===== src/rtl/sent_tx_pkg.sv =====
// Shared types and constants for the SENT transmit frame path.
// Holds the sequencer state encoding and the SENT CRC4 lookup table.
package sent_tx_pkg;

  typedef enum logic [2:0] {
    ST_IDLE,
    ST_SYNC,
    ST_STATUS,
    ST_DATA,
    ST_CRC,
    ST_PAUSE
  } state_t;

  // T[0] in the low nibble: {0,13,7,10,14,3,9,4,1,12,6,11,15,2,8,5}
  localparam logic [63:0] CRC4_TABLE = 64'h582FB6C1493EA7D0;
  localparam logic [3:0] CRC_SEED_DEFAULT = 4'h5;
  localparam int MAX_NIBBLES = 6;

  function automatic logic [3:0] crc4_lut(input logic [3:0] c);
    return CRC4_TABLE[{c, 2'b00} +: 4];
  endfunction

endpackage


===== src/rtl/sent_crc4.sv =====
// One SENT CRC4 nibble step plus the zero-nibble augmentation step.
// Purely combinational so the RX checker can share it.
module sent_crc4
  import sent_tx_pkg::*;
(
  input  logic [3:0] c_in,
  input  logic [3:0] d,
  output logic [3:0] c_next,
  output logic [3:0] c_final
);

  assign c_final = crc4_lut(c_in);
  assign c_next  = c_final ^ d;

endmodule


===== src/rtl/sent_tx_frame_ctrl.sv =====
// SENT transmit frame sequencer: sync, status, data, CRC, pause.
// Drives the pulse generator and folds the CRC in while nibbles go out.
module sent_tx_frame_ctrl
  import sent_tx_pkg::*;
#(
  parameter int         NUM_DATA_NIBBLES = 6,
  parameter bit         PAUSE_EN         = 1'b1,
  parameter logic [3:0] CRC_SEED         = CRC_SEED_DEFAULT
) (
  input  logic                          clk_tx,
  input  logic                          reset_tx,
  input  logic                          frame_req_i,
  input  logic [3:0]                    status_i,
  input  logic [4*NUM_DATA_NIBBLES-1:0] data_i,
  input  logic                          abort_i,
  output logic                          frame_ack_o,
  output logic                          busy_o,
  output logic                          frame_done_o,
  output logic                          sync_o,
  output logic                          pulse_o,
  output logic                          pause_o,
  output logic                          idle_o,
  output logic [3:0]                    nibble_o,
  input  logic                          pulse_done_i
);

  localparam int W  = 4 * NUM_DATA_NIBBLES;
  localparam int IW = $clog2(MAX_NIBBLES);
  localparam logic [IW-1:0] LAST = IW'(NUM_DATA_NIBBLES - 1);

  state_t        st_q, st_d;
  logic [IW-1:0] idx_q, idx_d;
  logic [3:0]    stat_q, stat_d;
  logic [3:0]    crc_q, crc_d;
  logic [W-1:0]  sr_q, sr_d, sr_shift;
  logic          abort_q, abort_d;
  logic          start, eof;
  logic          ack_d, done_d;
  logic [3:0]    crc_din, crc_next, crc_final;
  logic [3:0]    nibble_d;

  // Data leaves MSB nibble first, so a left shift exposes the next one.
  assign sr_shift = sr_q << 4;
  assign crc_din  = (st_q == ST_STATUS) ? sr_q[W-1 -: 4]
                                        : sr_shift[W-1 -: 4];

  sent_crc4 u_crc (
    .c_in   (crc_q),
    .d      (crc_din),
    .c_next (crc_next),
    .c_final(crc_final)
  );

  always_comb begin
    st_d    = st_q;
    idx_d   = idx_q;
    stat_d  = stat_q;
    sr_d    = sr_q;
    crc_d   = crc_q;
    abort_d = abort_q | (abort_i & (st_q != ST_IDLE));
    start   = 1'b0;
    eof     = 1'b0;
    ack_d   = 1'b0;
    done_d  = 1'b0;

    if (st_q == ST_IDLE) begin
      start = frame_req_i;
    end else if (pulse_done_i) begin
      if (abort_d) begin
        st_d    = ST_IDLE;
        abort_d = 1'b0;
      end else begin
        case (st_q)
          ST_SYNC: st_d = ST_STATUS;
          ST_STATUS: begin
            st_d  = ST_DATA;
            idx_d = '0;
            crc_d = crc_next;
          end
          ST_DATA: begin
            if (idx_q == LAST) begin
              st_d  = ST_CRC;
              crc_d = crc_final;
            end else begin
              idx_d = idx_q + 1'b1;
              sr_d  = sr_shift;
              crc_d = crc_next;
            end
          end
          ST_CRC: begin
            if (PAUSE_EN) st_d = ST_PAUSE;
            else eof = 1'b1;
          end
          ST_PAUSE: eof = 1'b1;
          default: st_d = ST_IDLE;
        endcase
      end
    end

    if (eof) begin
      done_d = 1'b1;
      st_d   = ST_IDLE;
      start  = frame_req_i;
    end

    if (start) begin
      st_d   = ST_SYNC;
      idx_d  = '0;
      stat_d = status_i;
      sr_d   = data_i;
      crc_d  = CRC_SEED;
      ack_d  = 1'b1;
    end

    nibble_d = 4'h0;
    unique case (1'b1)
      st_d == ST_STATUS: nibble_d = stat_d;
      st_d == ST_DATA:   nibble_d = sr_d[W-1 -: 4];
      st_d == ST_CRC:    nibble_d = crc_d;
      default:           nibble_d = 4'h0;
    endcase
  end

  always_ff @(posedge clk_tx or posedge reset_tx) begin
    if (reset_tx) begin
      st_q         <= ST_IDLE;
      idx_q        <= '0;
      stat_q       <= '0;
      sr_q         <= '0;
      crc_q        <= CRC_SEED;
      abort_q      <= 1'b0;
      frame_ack_o  <= 1'b0;
      busy_o       <= 1'b0;
      frame_done_o <= 1'b0;
      sync_o       <= 1'b0;
      pulse_o      <= 1'b0;
      pause_o      <= 1'b0;
      idle_o       <= 1'b1;
      nibble_o     <= 4'h0;
    end else begin
      st_q         <= st_d;
      idx_q        <= idx_d;
      stat_q       <= stat_d;
      sr_q         <= sr_d;
      crc_q        <= crc_d;
      abort_q      <= abort_d;
      frame_ack_o  <= ack_d;
      busy_o       <= (st_d != ST_IDLE);
      frame_done_o <= done_d;
      sync_o       <= (st_d == ST_SYNC);
      pulse_o      <= (st_d == ST_STATUS) || (st_d == ST_DATA) ||
                      (st_d == ST_CRC);
      pause_o      <= (st_d == ST_PAUSE);
      idle_o       <= (st_d == ST_IDLE);
      nibble_o     <= nibble_d;
    end
  end

endmodule


===== config.mk =====
export PLATFORM = sky130hd
export DESIGN_NAME = sent_tx_frame_ctrl
export DESIGN_NICKNAME = d
export VERILOG_FILES = /design/src/rtl/sent_tx_pkg.sv /design/src/rtl/sent_crc4.sv /design/src/rtl/sent_tx_frame_ctrl.sv
export SDC_FILE = /design/constraint.sdc
export NUM_CORES = 1
export LEC_CHECK = 0
export BUFFER_PORTS_ARGS = -buffer_cell sky130_fd_sc_hd__buf_2
export CAP_MARGIN = 30
export CORE_AREA = 8 8 88 82
export DETAILED_ROUTE_END_ITERATION = 8
export DIE_AREA = 0 0 96 90
export PLACE_DENSITY = 0.75
export SLEW_MARGIN = 30
export SYNTH_ARGS = -nofsm -noshare
export SYNTH_HDL_FRONTEND = slang
export SYNTH_SLANG_ARGS = --single-unit

===== constraint.sdc =====
create_clock -name clk_tx -period 2.5 [get_ports clk_tx]
set_input_delay 0.625 -clock clk_tx [delete_from_list [all_inputs] [get_ports clk_tx]]
set_output_delay 0.625 -clock clk_tx [all_outputs]
set_load 0.005 [all_outputs]

# --- Yosys cells after proc, flatten, opt, wreduce, memory -nomap -nowiden ---
# Cells that the tools add are included.
word_totals:
  output_inout_bits: 11
  romBits: 0
  elab_cells: 84
  latchBits: 0
  mem_bits_rw: 0
  mem_count: 0
  regBits: 50
  input_bits: 33
classes:
  n_lt_le_gt_ge: 0
  bitwise_logic: 3
  n_addsub: 1
  reduce_logical: 11
  muxes: 38
  div_mod_pow: 0
  eq_ne: 15
  shift: 1
  multipliers: 0
ops:
  columns: ["operator", "n"]
  rows:
  - ["2-to-1 mux 24 bit", 6]
  - ["variable part select 64 x 7 -> 4 bit (first input constant)", 1]
  - ["2-to-1 mux 3 bit", 11]
  - ["2-to-1 mux 4 bit", 7]
  - ["equality test 3 bit (second input constant)", 5]
  - ["one-hot mux 3 bit (5 select lines)", 1]
  - ["equality test 3 x 2 -> 1 bit (second input constant)", 4]
  - ["one-hot mux 4 bit (3 select lines)", 1]
  - ["2-to-1 mux 1 bit", 10]
  - ["AND reduction 5 bit", 2]
  - ["nonzero test 3 bit", 3]
  - ["one-hot mux 4 bit (2 select lines)", 1]
  - ["equality test 3 x 1 -> 1 bit (second input constant)", 2]
  - ["logical NOT 3 bit", 2]
  - ["inequality test 2 bit (second input constant)", 3]
  - ["one-hot mux 3 bit (2 select lines)", 1]
  - ["nonzero test 2 bit", 2]
  - ["bitwise XOR 4 bit", 1]
  - ["adder 3 x 1 -> 3 bit (second input constant)", 1]
  - ["inequality test 3 bit (second input constant)", 1]
  - ["logical OR 1 bit", 2]
  - ["AND 1 bit", 1]
  - ["bitwise OR 1 bit", 1]

# --- Logic depth before layout (Yosys ltp) ---
# Gate-level depths: netlist (run 1).
depth:
  word_depth: 11
  depth_mapped: 10

# --- Cells and area by module ---
# A second synthesis (run 1) with hierarchy kept.
unflattened:
  cells_unflattened: 282
  hier_area_um2: 2703.8
modules_own_cells:
  columns: ["module", "n_inst", "area_each_um2", "cells_per_inst", "seq_area_each_um2"]
  rows:
  - ["sent_tx_frame_ctrl", 1, 2600.0, 269, 1255.0]
  - ["sent_crc4", 1, 103.8, 13, 0.0]

# --- Worst setup path after synthesis (run 1) ---
# OpenSTA, ideal clock, no wires.
synth_timing:
  path_kind: "input-to-reg"
  startpoint: "input port pulse_done_i"
  endpoint: "register nibble_o[2]"
  setup_time_ns: 0.138
  t_arrival_ns: 1.979
  path_buffers: 2
  required_time_ns: 2.362
  slack_ns: 0.383
  cell_stages: 9
  path_cell_list: "buf_6 > and4bb_4 > mux2_4 > nand2_4 > inv_2 > buf_6 > mux2_4 > nand3_1 > o221ai_1"
synth_between:
  word_cells_on_any_way: 18
synth_rtl:
  columns: ["element", "line_no", "rtl"]
  rows:
  - ["from (decl)", "sent_tx_frame_ctrl.sv:24", "input logic pulse_done_i"]
  - ["2-to-1 mux 1 bit", "sent_tx_frame_ctrl.sv:68", "end else if (pulse_done_i) begin"]
  - ["2-to-1 mux 1 bit", "sent_tx_frame_ctrl.sv:66", "if (st_q == ST_IDLE) begin"]
  - ["2-to-1 mux 1 bit", "sent_tx_frame_ctrl.sv:100", "if (eof) begin"]
  - ["2-to-1 mux 4 bit", "sent_tx_frame_ctrl.sv:106", "if (start) begin"]
  - ["via stat_d[2]", "sent_tx_frame_ctrl.sv:33", "logic [3:0] stat_q, stat_d;"]
  - ["one-hot mux 4 bit (3 select lines)", "sent_tx_frame_ctrl.sv:116", "unique case (1'b1)"]
  - ["via nibble_d[2]", "sent_tx_frame_ctrl.sv:40", "logic [3:0] nibble_d;"]
  - ["to (signal assigned)", "sent_tx_frame_ctrl.sv:155", "nibble_o <= nibble_d;"]
  - ["to (decl)", "sent_tx_frame_ctrl.sv:23", "output logic [3:0] nibble_o,"]
# The timed path passes the listed nets, and every way through them passes these cells. The select of a mux whose other input is x is not followed.
# A chain may end at the register's enable or synchronous reset.

# --- Worst setup path after layout (run 1) ---
layout_timing:
  startpoint: "register idx_q[1]"
  endpoint: "register nibble_o[1]"
layout_between:
  elab_chain_len: 10
  word_cells_on_any_way: 24
layout_lines:
  columns: ["element", "line_no", "rtl"]
  rows:
  - ["from (decl)", "sent_tx_frame_ctrl.sv:32", "logic [IW-1:0] idx_q, idx_d;"]
  - ["from (signal assigned)", "sent_tx_frame_ctrl.sv:142", "idx_q <= idx_d;"]
  - ["equality test 3 bit (*)", "sent_tx_frame_ctrl.sv:81", "if (idx_q == LAST) begin"]
  - ["2-to-1 mux 3 bit", "sent_tx_frame_ctrl.sv:81", null]
  - ["one-hot mux 3 bit (5 select lines)", "sent_tx_frame_ctrl.sv:73", "case (st_q)"]
  - ["2-to-1 mux 3 bit", "sent_tx_frame_ctrl.sv:69", "if (abort_d) begin"]
  - ["2-to-1 mux 3 bit", "sent_tx_frame_ctrl.sv:68", null]
  - ["2-to-1 mux 3 bit", "sent_tx_frame_ctrl.sv:66", null]
  - ["2-to-1 mux 3 bit", "sent_tx_frame_ctrl.sv:100", null]
  - ["2-to-1 mux 3 bit", "sent_tx_frame_ctrl.sv:106", null]
  - ["equality test 3 bit (tied with other cells)", "sent_tx_frame_ctrl.sv:119", "st_d == ST_CRC: nibble_d = crc_d;"]
  - ["one-hot mux 4 bit (3 select lines) (*)", "sent_tx_frame_ctrl.sv:116", null]
  - ["via nibble_d[1]", "sent_tx_frame_ctrl.sv:40", null]
# The timed path passes the listed nets; every way through them passes the cells marked *. The select of a mux whose other input is x is not followed.

==> results of run 1 <==
## power groups by stage
stage	Combinational (W)	Clock, W	Sequential, W
finish	0.00127	0.000550	0.00137
global route	0.00143	0.000597	0.00141
CTS	0.00128	0.000568	0.00137
detailed placement	0.00127	0	0.00138
global placement	0.00124	0	0.00137
floorplan	0.000980	0	0.00131
## Yosys cell counts (2+ instances only)
library cell / count / area, um^2
buf_6: 2 / 22.52
nor2_4: 2 / 22.52
or3_1: 3 / 18.77
a21oi_1: 5 / 25.02
mux2_4: 3 / 45.04
buf_2: 9 / 45.04
nor2b_1: 6 / 37.54
clkbuf_1: 2 / 7.510
nand2_1: 49 / 183.9
a211oi_1: 4 / 30.03
nand2b_1: 2 / 12.51
o21ai_1: 3 / 15.01
dfrtp_1: 47 / 1176
a22oi_1: 15 / 112.6
nor2_1: 10 / 37.54
o221ai_1: 2 / 17.52
o211ai_2: 3 / 37.54
mux2_1: 2 / 22.52
ha_1: 2 / 25.02
mux2i_1: 6 / 60.06
o21ai_0: 3 / 15.01
o21a_1: 4 / 30.03
nand3_1: 13 / 65.06
and3_1: 4 / 25.02
a31oi_1: 5 / 31.28
dfstp_2: 3 / 78.83
xnor2_1: 6 / 52.55
inv_1: 11 / 41.29
## path summary, 6_finish.rpt
kind,to
setup / recovery,nibble_o[1]
hold / removal,idx_q[2]
setup reg to reg,nibble_o[1]
hold reg to reg,sr_q[7]
max in group asynchronous,sr_q[13]
min in group clk_tx,sr_q[7]
## per-stage QoR
step / area, um^2 / cells / utilization [%] / setup WS [ps] / total power, W
4_1_cts: 2923 / 367 / 50.01 / 329.3 / 0.003212
5_1_grt: 2923 / 367 / 50.01 / 141.4 / 0.003441
6_report: 2923 / 367 / 50.01 / 331.0 / 0.003189
3_3_place_gp: 2814 / 359 / 48.15 / 190.9 / 0.002605
3_5_place_dp: 2814 / 359 / 48.15 / 139.1 / 0.002648
2_1_floorplan: 2516 / 248 / - / 383.3 / 0.002291
## critical path, stage by stage, from the launching register on
cell      delay, ps
dfrtp_1         390
inv_1            70
ha_1            180
nand2_1         310
a31oi_1         300
xnor2_1         140
a21oi_1         100
or4_4           520
o211ai_2         80
## registers in the layout, summed over array words and instances, names as in the netlist
name / cells
sync_o: 1
abort_q: 1
frame_done_o: 1
st_q: 3
nibble_o: 4
pulse_o: 1
frame_ack_o: 1
pause_o: 1
idle_o: 1
idx_q: 3
stat_q: 4
sr_q: 24
crc_q: 4
busy_o: 1
## layer usage
| layer | vias to the layer above | routed length [um] | GRT usage, % |
|---|---|---|---|
| li1 | 955 | - | - |
| met1 | 913 | 2652 | 19.28 |
| met2 | 39 | 2529 | 20.66 |
| met3 | 8 | 320 | 4.239 |
| met4 | 0 | 89 | 4.225 |
| met5 | - | 0 | 0 |
## cells by family after synthesis
kind of cell               after synthesis  share of synthesized area, %
adders and majority gates                2                        0.9944
and+or+nand+nor                         99                         20.44
buffers and inverters                   25                         4.774
muxes                                   12                         5.520
DFF                                     50                         49.88
AOI/OAI and AO/OA                       53                         15.96
xor gates and xnor gates                 7                         2.437
## area by class of cell
| cell class | count | area share, % |
|---|---|---|
| flip-flops and latches | 50 | 42.94 |
| repair buffers | 52 | 9.675 |
| well taps | 72 | 3.082 |
| clock inverters | 3 | 1.370 |
| inverters | 12 | 1.541 |
| clock buffers | 5 | 2.354 |
| multi-input cells | 173 | 39.04 |
==> results.py, run 1 <==
metrics = {
    "synth": {
        "yosys_warnings": 0,
        "syn_inst": 248,
        "syn-num-nets": 283,
        "ys_ff_latch": 50,
        "synth_seq_area_share_pct": 49.88,
        "synth_area_um2": 2516,
        "yosysUniqueCellTypes": 50,
        "synth.avg_cell_area_um2": 10.15,
        "ys.flop_type": "dfrtp_1",
        "ys_async_sr_fraction_pct": 100.0,
        "synth-edff-count": 0,
    },
    "timing": {
        "holdWs_ps": 379.0,
        "fin_crit_sh_pct": 86.76,
        "max-slew-margin-rel_pct": 61.09,
        "layout_min_cycle_time_ps": 2169,
        "setup_viol": 0,
        "setup_tns_ps": 0,
        "max_freq_ghz": 0.4610,
        "fin_worst_skew_ps": 4.685,
        "slew_viol_final": 0,
        "rsz0062_at_grt": "no",
        "worstMarginPinSlew_ps": 582.8,
        "finalHoldViolCount": 0,
    },
    "global_route": {
        "grt_pass1_wl_mm": 9.804,
        "grt_max_degree": 29,
        "grt_pass1_vias": 2041,
        "gr-usage-all-layers_pct": 14.08,
        "overflow": 0,
        "antenna_found_initial": 0,
    },
    "critical_path": {
        "r2r-start": "idx_q[1]",
        "cp-startpoint": "idx_q[1]",
        "start_kind": "flip-flop",
        "path_class": "flip-flop to flip-flop",
        "arrival_ps": 2400,
        "critPathCaptureType": "flip-flop",
        "reg2reg_setup_slack_ps": 330,
        "worstPathMaxFanout": 12,
        "cp.required_ps": 2730,
        "reg2regPathDepth": 8,
    },
    "floorplanning": {
        "dieHeight_um": 90,
        "ios": 44,
        "start_util_pct": 43.05,
        "fp-row-count": 27,
        "dieArea_um2": 8640,
        "die_w_um": 96,
        "core-area_um2": 5844,
    },
    "power": {
        "switching_share_pct": 36.87,
        "power.net_switching_w": 0.001176,
        "pwr-share-comb_pct": 39.9,
        "internal_power_w": 0.002013,
        "peakVddDrop_v": 0.0004362,
        "powerDensity_nw_per_um2": 1091,
        "clockPowerShare_pct": 17.3,
        "p_leak_nw": 1.444,
        "power_frac_seq_pct": 42.9,
    },
    "clock_network": {
        "cts.hold.buffers_added": 0,
        "cts_tree": "built",
        "clock-root-buffer": "clkbuf_8",
        "h-tree-depth": 2,
        "clkTransAtPathRegs_ps": 90,
        "cts_setup_buffers": 0,
        "cts_resized": 0,
        "clock_latency_ps": 300,
        "cts_buffers": 5,
        "cts_buffer_depth": 2,
        "cts_num_sinks": 50,
    },
    "placement": {
        "place_hpwl_mm": 4.182,
        "port-buffer-count": 43,
        "gp_congestion": 0.8524,
    },
    "final_layout": {
        "num-nets-final": 329,
        "multi_input_area_um2": 1141,
        "final_cell_mix": "nand2_1 (49), dfrtp_1 (47), buf_2 (43)",
        "drive_above_1_share_pct": 28.14,
        "ff_latch_area_um2": 1255,
        "final_common_cell": "nand2_1",
        "area_delta_synth_final_pct": 16.16,
        "fill_cells": 533,
        "diodes": 0,
    },
    "drt": {
        "drtIter0Drc": 174,
        "via_per_inst": 5.218,
        "wirelength_mm": 5.592,
        "vias": 1915,
        "drcViolationCount": 0,
        "ant_nets": 0,
        "firstDrtPassIters": 4,
        "wl_per_cell_um": 15.24,
    },
    "min_path": {
        "hold_class": "primary input to asynchronous set/reset pin",
    },
    "outcome": {
        "status": "complete, no violations",
    },
    "flow_run": {
        "maxCapViolCount": 0,
    },
}
Note: power is estimated with default switching activity, not from simulation.
==> run 2: changes to the inputs <==
Settings changed: CORE_AREA 8 8 88 82 to 8 8 91 85, DIE_AREA 0 0 96 90 to 0 0 99 93, PLACE_DENSITY 0.75 to 0.74, SYNTH_HIERARCHICAL set to 1.
==> results.py, run 2 <==
metrics = {
    "outcome": {
        "status": "complete, no violations",
    },
    "power": {
        "powerDensity_nw_per_um2": 1062,
        "p_leak_nw": 1.556,
        "peakVddDrop_v": 0.0005573,
        "power.total_w": 0.003346,
    },
    "final_layout": {
        "finalNonFillerCells": 408,
        "drive_above_1_share_pct": 25.83,
        "final_cell_mix": "nand2_1 (49), dfrtp_1 (47), buf_2 (43)",
        "diodes": 0,
        "largest_reg_flops": 24,
        "num-nets-final": 371,
        "top_register": "sr_q",
        "area_delta_synth_final_pct": 16.57,
        "final_util_pct": 50.26,
        "final_common_cell": "nand2_1",
    },
    "floorplanning": {
        "die_w_um": 99,
        "ios": 44,
        "dieHeight_um": 93,
        "start_util_pct": 43.12,
        "dieArea_um2": 9207,
        "core-area_um2": 6271,
        "fp-row-count": 28,
    },
    "synth": {
        "synth_area_leaders": "dfrtp_1 (43%), nand2_1 (6.8%), a22oi_1 (5.6%)",
        "synth.avg_cell_area_um2": 9.588,
        "syn_inst": 282,
        "yosys_warnings": 6,
        "yosysTopAreaCellShare_pct": 43.50,
        "ys_async_sr_fraction_pct": 100.0,
        "synth_seq_area_share_pct": 46.41,
        "synth_area_um2": 2704,
        "syn-num-nets": 321,
        "yosysUniqueCellTypes": 47,
        "ys.flop_type": "dfrtp_1",
        "ys_ff_latch": 50,
        "synth-edff-count": 0,
        "yosys.area.top_type": "dfrtp_1",
        "synth_most_common_cell": "nand2_1",
        "yosys-top-cells-count": "nand2_1 (49), dfrtp_1 (47), a22oi_1 (20)",
    },
    "timing": {
        "worst_slack_ps": 30.61,
        "finalHoldViolCount": 0,
        "fin_worst_skew_ps": 13.10,
        "setup_viol": 0,
        "rsz0062_at_grt": "yes",
        "worstMarginPinSlew_ps": 731.5,
        "layout_min_cycle_time_ps": 2469,
        "max_freq_ghz": 0.4050,
        "fin_crit_sh_pct": 98.78,
        "slew_viol_final": 0,
        "max-slew-margin-rel_pct": 51.23,
    },
    "critical_path": {
        "path_cells": "inv_1, ha_1, nor4_2, o311ai_2, o221a_2, a2111oi_0, o32ai_1",
        "slowest_stage": "a2111oi_0",
        "reg2regPathDepth": 7,
        "r2r-start": "st_q[1]",
        "arrival_ps": 2630,
        "path_class": "flip-flop to flip-flop",
        "critPathCaptureType": "flip-flop",
        "worstPathMaxFanout": 4,
        "slowest_delay_ps": 420,
        "start_kind": "flip-flop",
        "cp.required_ps": 2660,
        "worst_r2r_endpoint": "nibble_o[0]",
        "reg2reg_setup_slack_ps": 30,
    },
    "drt": {
        "drtIter0Drc": 153,
        "firstDrtPassIters": 5,
        "ant_nets": 0,
        "wirelength_mm": 6.520,
        "drcViolationCount": 0,
        "wl_per_cell_um": 15.98,
        "via_per_inst": 5.605,
        "vias": 2287,
    },
    "clock_network": {
        "cts_num_sinks": 50,
        "cts.hold.buffers_added": 0,
        "clock-root-buffer": "clkbuf_8",
        "cts_buffers": 5,
        "cts_buffer_depth": 2,
        "clkTransAtPathRegs_ps": 100,
        "cts_tree": "built",
        "h-tree-depth": 2,
        "clock_latency_ps": 310,
        "cts_setup_buffers": 0,
    },
    "placement": {
        "port-buffer-count": 43,
        "post-place-cells": 400,
        "place_ws_ps": -24.32,
        "place_hpwl_mm": 4.914,
        "gp_congestion": 0.9734,
    },
    "global_route": {
        "overflow": 0,
        "grt_pass1_vias": 2328,
        "antenna_found_initial": 0,
        "grt_max_degree": 27,
        "grt_pass1_wl_mm": 11.01,
        "gr-usage-all-layers_pct": 14.55,
    },
    "min_path": {
        "hold_class": "primary input to asynchronous set/reset pin",
    },
    "flow_run": {
        "maxCapViolCount": 0,
    },
}
-- run 2: timing repair --
item / 4_1_cts / 5_1_grt
cloned: 0 / 0
resized for setup: 1 / 1
setup endpoints to repair: 1 / 4
-- run 2: layer usage --
layer / part of all wire [%] / up-vias / routed length (um) / GRT usage [%]
li1: - / 1118 / - / -
met1: 47 / 1087 / 3044 / 19.05
met2: 46 / 73 / 2979 / 22.67
met3: 6.3 / 9 / 411 / 4.083
met4: 1.3 / 0 / 85 / 4.853
met5: 0 / - / 0 / 0
-- run 2: cell families (layout without fill, tap and decap cells) --
family	after synthesis	after routing	share of synthesized area, %
AND/OR/NAND/NOR	105	105	19.57
AO/OA/AOI/OAI	72	72	20.13
flip-flops	50	50	46.41
buffers and inverters	34	85	5.692
multiplexers	8	8	3.147
XOR/XNOR	7	7	2.268
adder cells (fa/ha/maj)	6	6	2.776
-- run 2: worst max path at each step --
stage	from	to	slack [ps]
final	st_q[1]	nibble_o[0]	30
after global placement	abort_i	sr_q[11]	2
after CTS	st_q[1]	nibble_o[1]	20
after detailed placement	st_q[1]	nibble_o[1]	-20
after global routing	st_q[1]	nibble_o[1]	-190
after floorplan	st_q[1]	nibble_o[0]	40
-- run 2: stage by stage --
step | hold slack (ps) | cell area [um^2] | setup TNS (ps)
global placement | 458.4 | 3050 | 0
finish | 356.3 | 3152 | 0
detailed placement | 464.2 | 3054 | -24.32
floorplan | 446.8 | 2704 | 0
global route | 393.3 | 3152 | -663.2
CTS | 375.8 | 3146 | 0
-- run 2: critical path: cells and delay by family, from the launching register on --
family	cells	cell delay, ps
compound gates	4	1110
buf+inv	1	130
simple gates	1	410
fa+ha+maj	1	290
flops	1	380
-- run 2: final cells by class --
class,count,area [um^2]
Clock buffer,5,68.82
Clock inverter,3,21.27
Fill cell,589,3119
Inverter,17,63.81
Multi-Input combinational cell,198,1306
Sequential cell,50,1255
Tap cell,75,93.84
Timing Repair Buffer,60,342.8
-- run 2: power breakdown --
| group | total (W) | switching [W] | internal (W) |
|---|---|---|---|
| Combinational | 0.00153 | 0.000858 | 0.000675 |
| Sequential | 0.00134 | 0.000205 | 0.00113 |
| Clock | 0.000474 | 0.000277 | 0.000197 |
